File: src/rtl/time_disp_if.sv
// Stopwatch display bundle: BCD digits and controls in, scanned
// 5-digit seven-segment drive and hold status out.
interface time_disp_if;
    logic [3:0] hundredths;
    logic [3:0] tenths;
    logic [3:0] sec_lsb;
    logic [3:0] sec_msb;
    logic [3:0] minutes;
    logic       lap;
    logic       lzb;
    logic [4:0] an;
    logic [6:0] seg;
    logic       dp;
    logic       held;

    modport master (
        output hundredths, tenths, sec_lsb, sec_msb, minutes, lap, lzb,
        input  an, seg, dp, held
    );

    modport slave (
        input  hundredths, tenths, sec_lsb, sec_msb, minutes, lap, lzb,
        output an, seg, dp, held
    );
endinterface

File: src/rtl/time_disp.sv
// Multiplexed 5-digit stopwatch display with frame snapshot,
// lap hold, leading-zero blanking and inter-digit blanking.
module time_disp #(
    parameter int SCAN_DIV  = 1000,
    parameter int BLANK_CYC = 50
) (
    input logic       clk,
    input logic       clr_n,
    time_disp_if.slave bus
);
    localparam int CW = (SCAN_DIV > 1) ? $clog2(SCAN_DIV) : 1;
    localparam logic [CW-1:0] LAST   = CW'(SCAN_DIV - 1);
    localparam logic [CW-1:0] ON_END = CW'(SCAN_DIV - BLANK_CYC);

    logic [CW-1:0] cnt;
    logic [2:0]    idx;
    logic [19:0]   frame;
    logic          held_q;
    logic          lap_s;
    logic          lap_p;
    logic [4:0]    an_q;
    logic [6:0]    seg_q;
    logic          dp_q;

    logic          slot_end;
    logic          frame_end;
    logic          lap_rise;
    logic [3:0]    digit;
    logic          blank_lz;
    logic [6:0]    code;
    logic [4:0]    an_d;
    logic [6:0]    seg_d;
    logic          dp_d;

    assign slot_end  = (cnt == LAST);
    assign frame_end = slot_end && (idx == 3'd4);
    assign lap_rise  = lap_s && !lap_p;

    always_ff @(posedge clk) begin
        if (!clr_n) begin
            cnt    <= '0;
            idx    <= '0;
            frame  <= '0;
            held_q <= 1'b0;
            lap_s  <= 1'b0;
            lap_p  <= 1'b0;
            an_q   <= 5'b11111;
            seg_q  <= 7'b1111111;
            dp_q   <= 1'b1;
        end else begin
            cnt <= slot_end ? '0 : cnt + 1'b1;
            if (slot_end)
                idx <= (idx == 3'd4) ? 3'd0 : idx + 3'd1;
            // Capture a whole frame at once so a scan never mixes two counts
            if (frame_end && !held_q)
                frame <= {bus.minutes, bus.sec_msb, bus.sec_lsb,
                          bus.tenths, bus.hundredths};
            lap_s <= bus.lap;
            lap_p <= lap_s;
            if (lap_rise)
                held_q <= ~held_q;
            an_q  <= an_d;
            seg_q <= seg_d;
            dp_q  <= dp_d;
        end
    end

    always_comb begin
        digit = frame[19:16];
        case (idx)
            3'd0:    digit = frame[3:0];
            3'd1:    digit = frame[7:4];
            3'd2:    digit = frame[11:8];
            3'd3:    digit = frame[15:12];
            default: digit = frame[19:16];
        endcase
    end

    always_comb begin
        code = 7'b0111111;
        case (digit)
            4'd0:    code = 7'b1000000;
            4'd1:    code = 7'b1111001;
            4'd2:    code = 7'b0100100;
            4'd3:    code = 7'b0110000;
            4'd4:    code = 7'b0011001;
            4'd5:    code = 7'b0010010;
            4'd6:    code = 7'b0000010;
            4'd7:    code = 7'b1111000;
            4'd8:    code = 7'b0000000;
            4'd9:    code = 7'b0010000;
            default: code = 7'b0111111;
        endcase
    end

    always_comb begin
        blank_lz = bus.lzb && (idx == 3'd4) && (frame[19:16] == 4'd0);
        an_d     = 5'b11111;
        if (cnt < ON_END)
            an_d = 5'b11111 ^ (5'b00001 << idx);
        seg_d = blank_lz ? 7'b1111111 : code;
        dp_d  = blank_lz || !((idx == 3'd2) || (idx == 3'd4));
    end

    assign bus.an   = an_q;
    assign bus.seg  = seg_q;
    assign bus.dp   = dp_q;
    assign bus.held = held_q;
endmodule

File: src/flat_wrapper.sv
// flat-port wrapper written by rule: the top's interface ports become plain ports
module time_disp_flat 
#(
    parameter int SCAN_DIV  = 1000,
    parameter int BLANK_CYC = 50
)
  (clk, clr_n, bus_hundredths, bus_tenths, bus_sec_lsb, bus_sec_msb, bus_minutes, bus_lap, bus_lzb, bus_an, bus_seg, bus_dp, bus_held);
  time_disp_if bus_i ();
  input logic clk;
  input logic clr_n;
  input wire logic [$bits(bus_i.hundredths)-1:0] bus_hundredths;
  input wire logic [$bits(bus_i.tenths)-1:0] bus_tenths;
  input wire logic [$bits(bus_i.sec_lsb)-1:0] bus_sec_lsb;
  input wire logic [$bits(bus_i.sec_msb)-1:0] bus_sec_msb;
  input wire logic [$bits(bus_i.minutes)-1:0] bus_minutes;
  input wire logic [$bits(bus_i.lap)-1:0] bus_lap;
  input wire logic [$bits(bus_i.lzb)-1:0] bus_lzb;
  output wire logic [$bits(bus_i.an)-1:0] bus_an;
  output wire logic [$bits(bus_i.seg)-1:0] bus_seg;
  output wire logic [$bits(bus_i.dp)-1:0] bus_dp;
  output wire logic [$bits(bus_i.held)-1:0] bus_held;
  assign bus_i.hundredths = bus_hundredths;
  assign bus_i.tenths = bus_tenths;
  assign bus_i.sec_lsb = bus_sec_lsb;
  assign bus_i.sec_msb = bus_sec_msb;
  assign bus_i.minutes = bus_minutes;
  assign bus_i.lap = bus_lap;
  assign bus_i.lzb = bus_lzb;
  assign bus_an = bus_i.an;
  assign bus_seg = bus_i.seg;
  assign bus_dp = bus_i.dp;
  assign bus_held = bus_i.held;
  time_disp #(.SCAN_DIV(SCAN_DIV), .BLANK_CYC(BLANK_CYC)) u_core (.clk(clk), .clr_n(clr_n), .bus(bus_i));
endmodule
File: config.mk
export PLATFORM = sky130hd
export DESIGN_NAME = time_disp_flat
export DESIGN_NICKNAME = d
export VERILOG_FILES = /design/src/rtl/time_disp_if.sv /design/src/rtl/time_disp.sv /design/src/flat_wrapper.sv
export SDC_FILE = /design/constraint.sdc
export NUM_CORES = 1
export LEC_CHECK = 0
export CAP_MARGIN = 20
export CORE_MARGIN = 5
export CORE_UTILIZATION = 51
export CTS_CLUSTER_DIAMETER = 150
export DETAILED_ROUTE_END_ITERATION = 10
export GPL_ROUTABILITY_DRIVEN = 0
export GPL_TIMING_DRIVEN = 0
export PLACE_DENSITY = 0.83
export SKIP_CTS_REPAIR_TIMING = 1
export SYNTH_ARGS = -nofsm -noshare
export SYNTH_HDL_FRONTEND = slang
export SYNTH_SLANG_ARGS = --single-unit
File: constraint.sdc
create_clock -name clk -period 2.4 [get_ports clk]
set_clock_uncertainty 0.05 [all_clocks]
set_input_delay 0.24 -clock clk [delete_from_list [all_inputs] [get_ports clk]]
set_output_delay 0.24 -clock clk [all_outputs]
set_load 0.01 [all_outputs]
Word level (Yosys, flattened, before mapping) --
Memory sizes are Yosys's and may differ from the RTL's. A register that Yosys moved wholly into a read port is not among the register bits. Cells that the tools add are included.
Storage, ports and cells: flip-flop bits (word level) 42, latch bits 0, RAM bits 0, ROM bits 112, bits of input ports 24, output and inout port bits 14, logic and storage cells 38, memories kept 1
Operators by class: add/subtract/negate cells 2, multiply operators 0, div/mod/pow operators 0, $lt $le $gt $ge 1, eq/ne operators 5, shifts and indexed selects 1, mux-type cells 2, bitwise operators 3, reduce and logical (&&, ||, !) cells 15
Memory list:
- (no name shown) | depth 16, bits a word 7, rd ports 1, clocked after memory_dff 1, wr ports 0, RTL line time_disp.sv:81 | case (digit)
Operator list (number):
- $pmux W4 S4 | 1
- $add A10 B1 Y10 const B | 1
- $eq A10 B10 Y1 const B | 1
- $lt A10 B10 Y1 const B | 1
- $eq A3 B2 Y1 const B | 2
- $logic_and A1 B1 Y1 | 5
- $not A5 Y5 | 1
- $shl A1 B3 Y5 const A | 1
- $logic_not A4 Y1 | 1
- $reduce_or A2 Y1 | 2
- $add A3 B1 Y3 const B | 1
- $eq A3 B1 Y1 const B | 1
- $eq A3 B3 Y1 const B | 1
- $logic_not A1 Y1 | 3
- $logic_not A3 Y1 | 1
- $mux W3 | 1
- $logic_or A1 B1 Y1 | 2
- $not A1 Y1 | 2
- $reduce_and A2 Y1 | 1

Logic depth before layout (Yosys ltp) --
depth after elaboration 4, mapped depth 10

Worst setup path before layout --
Ideal clock, no wire load.
path type register -> register, from register u_core.idx[0], to register u_core.seg_q[1], in the netlist u_core.bus.seg[1], library setup time 0.149 ns, data arrival time 1.918 ns, data required time 2.201 ns, slack 0.284 ns, stages on the path, launching flop included 10, path buffers 0, clock period less this slack 2.116 ns, cells stage by stage dfxtp_1 > inv_1 > ha_1 > a222oi_1 > o21ai_1 > mux2i_2 > inv_2 > ha_1 > a21oi_1 > o21ai_0
Between the ends: longest elaborated chain between the ends 4
Ends and longest elaborated chain:
- start, declared | RTL line time_disp.sv:16 | logic [2:0] idx;
- start signal, assigned | RTL line time_disp.sv:53 | idx <= (idx == 3'd4) ? 3'd0 : idx + 3'd1;
- $eq A3 B3 Y1 | RTL line time_disp.sv:97 | blank_lz = bus.lzb && (idx == 3'd4) && (frame[19:16] == 4'd0);
- $logic_and A1 B1 Y1 (2 in series) | RTL line time_disp.sv:97
- $reduce_or A2 Y1 (no line)
- end, declared | RTL line time_disp.sv:22 | logic [6:0] seg_q;
Several ways; a longest one is shown, not always the timed one. A chain may end at the register's enable or synchronous reset.

Final worst setup path --
from register u_core.idx[2], to register u_core.seg_q[1], in the netlist u_core.bus.seg[1]
The elaborated chain is that of the path after synthesis.

==> results.yml <==
route:
  wire_per_inst_um: 13.7
  first_pass_iters: 4
  antenna_left: 0
  post_drt_via_cell_ratio: 5.22
  drtIter0Drc: 88
  drc: 0
  wl_um: 4520
  vias: 1716
floorplan:
  die_w_um: 74.1
  dieHeight_um: 74.1
  start_util_pct: 52.4
  dieArea_um2: 5490
  num_io_pins: 38
  rows: 23
  core_um2: 4000
clock_tree:
  htree_levels: 2
  tritoncts: "built"
  cts.sinks: 49
  cts_buffer_depth: 2
  cts_buffers: 5
  clk_pin_slew_ps: 80
  clk_latency_ps: 300
  root_buffer: "clkbuf_8"
timing:
  hold_viol: 0
  fin_setup_tns_ps: 0
  whs_ps: 406
  max_clock_freq_mhz: 444
  min_period_ps: 2250
  period_share_pct: 93.9
  setup_viol: 0
  rsz0062_at_grt: "no"
  slew_headroom_pct: 57.3
  worst_slew_pin_slew_ps: 638
  slew_violations: 0
yosys:
  synthFlopType: "dfxtp_1"
  synthesis.area_um2: 2090
  synth_cell_types: 41
  ys_async_sr_fraction_pct: 0
  syn_inst: 235
  synth_edf_count: 0
  syn_area_per_cell_um2: 8.91
  syn-num-nets: 268
  yosysSeqAreaShare_pct: 46.8
  yosysWarningCount: 0
  ys_ff_latch: 49
grt:
  grt_max_degree: 14
  grt_pass1_wl_um: 7360
  grt-ovfl-total: 0
  met2_usage_pct: 30.1
  gr-usage-met1_pct: 20.8
  antenna_found_initial: 0
  first_global_vias: 1634
  use_met3_pct: 5.00
  busiest_layer: "met2"
  grt_usage_pct: 17.5
placement:
  dp_hpwl_um: 3310
  portBuffers: 37
  place.detailed.instances: 322
power_and_ir_drop:
  ir_worst_vdd_mv: 0.347
  power_density_nw_per_um2: 535
  p_leak_nw: 0.997
final_layout:
  layout_commonest_cell: "nand2_1"
  diodes: 0
  syn_to_final_growth_pct: 25.6
  final_cells: 329
  nets: 312
  layout_common_cells: "nand2_1, dfxtp_1, clkdlybuf4s50_1"
  fill_cells: 350
  drive_gt1_share_pct: 10.0
worst_setup_path:
  required_ps: 2500
  worstRegToRegCells: 8
  cp-end-kind: "register"
  crit_fanout: 10
  criticalPathCategory: "register to register"
  cp-start-kind: "register"
  cp.arrival_ps: 2350
run_status:
  outcome: "completed"
min_path:
  hp-class: "register to register"
  whs_path_depth: 2
run:
  maxCapViolCount: 0
layer usage:
metal | vias to the layer above | share of wire, % | routed length (um)
li1 | 888 | - | -
met1 | 787 | 44 | 1970
met2 | 35 | 51 | 2290
met3 | 6 | 4.6 | 208
met4 | 0 | 1.3 | 57
met5 | - | 0 | 0
worst paths after layout:
kind / start / endpoint / slack [ps]
worst max register to register: u_core.idx[2] / u_core.bus.seg[1] / 150
worst min-delay path: u_core.frame[7] / u_core.frame[7] / 410
worst max-delay path: u_core.idx[2] / u_core.bus.seg[1] / 150
worst min register to register: u_core.frame[7] / u_core.frame[7] / 410
sequential cells by signal, summed over array words and instances (netlist names):
name,cells
u_core.cnt,10
u_core.idx,3
u_core.bus.dp,1
u_core.frame,20
u_core.bus.an,5
u_core.bus.held,1
u_core.bus.seg,7
u_core.lap_s,1
u_core.lap_p,1
final cells by class:
cell class	instances	area [um^2]	share of cell area, %
tap	50	62.6	2.38
sequential	49	985	37.4
buffer	7	47.5	1.81
multi-input combinational	172	1050	39.9
timing repair buffer	38	378	14.4
clock buffer	7	86.3	3.28
inverter	6	22.5	0.856
synthesized netlist by cell type (2+ instances only):
cell type / count / share of area (%)
xnor2_1: 4 / 1.7
a21oi_1: 25 / 6.0
buf_6: 2 / 1.1
ha_1: 9 / 5.4
nor2b_1: 2 / 0.60
nand2_1: 53 / 9.5
and2_1: 4 / 1.2
a22oi_1: 3 / 1.1
mux2i_1: 3 / 1.4
o21ai_1: 3 / 0.72
nor2_1: 14 / 2.5
dfxtp_1: 49 / 47
o21ai_0: 3 / 0.72
nand3_1: 8 / 1.9
a211oi_1: 2 / 0.72
buf_2: 3 / 0.72
nor3_1: 3 / 0.72
xor2_1: 5 / 2.1
nand4_1: 2 / 0.60
nor3_2: 2 / 0.96
nand3b_1: 2 / 0.72
o211ai_1: 2 / 0.72
a222oi_1: 2 / 0.96
and3_1: 7 / 2.1
inv_2: 2 / 0.36
inv_1: 4 / 0.72
mux2_2: 3 / 1.6
critical path: stages, from the launching register on:
cell	delay [ps]
dfxtp_1	400
buf_4	190
inv_1	60
ha_1	260
o21bai_4	250
mux2_2	350
ha_1	330
a21oi_1	130
o21ai_0	80
cell families (layout without fill, tap and decap cells):
logic type | Yosys count | after routing | share of synthesized area, %
adders and majority gates | 9 | 9 | 5.38
AOI/OAI and AO/OA | 46 | 46 | 13.6
buffers and inverters | 14 | 58 | 3.46
DFF | 49 | 49 | 46.8
xor gates and xnor gates | 9 | 9 | 3.76
and+or+nand+nor | 101 | 101 | 23.2
muxes | 7 | 7 | 3.70
power by group:
group          switching, mW  internal, mW
Combinational         0.0318        0.0563
Clock                  0.255         0.229
Sequential           0.00847         0.825
through the flow:
| step | worst slack (ps) | area, um^2 | total power [mW] | util [%] |
|---|---|---|---|---|
| floorplan | 284 | 2090 | 0.881 | - |
| global placement | -10.1 | 2530 | 0.941 | 63.2 |
| detailed placement | -69.3 | 2530 | 0.943 | 63.2 |
| CTS | -102 | 2610 | 1.42 | 65.3 |
| global route | 18.9 | 2630 | 1.45 | 65.7 |
| finish | 147 | 2630 | 1.41 | 65.7 |
No activity file was read; power rests on OpenSTA's default activity.
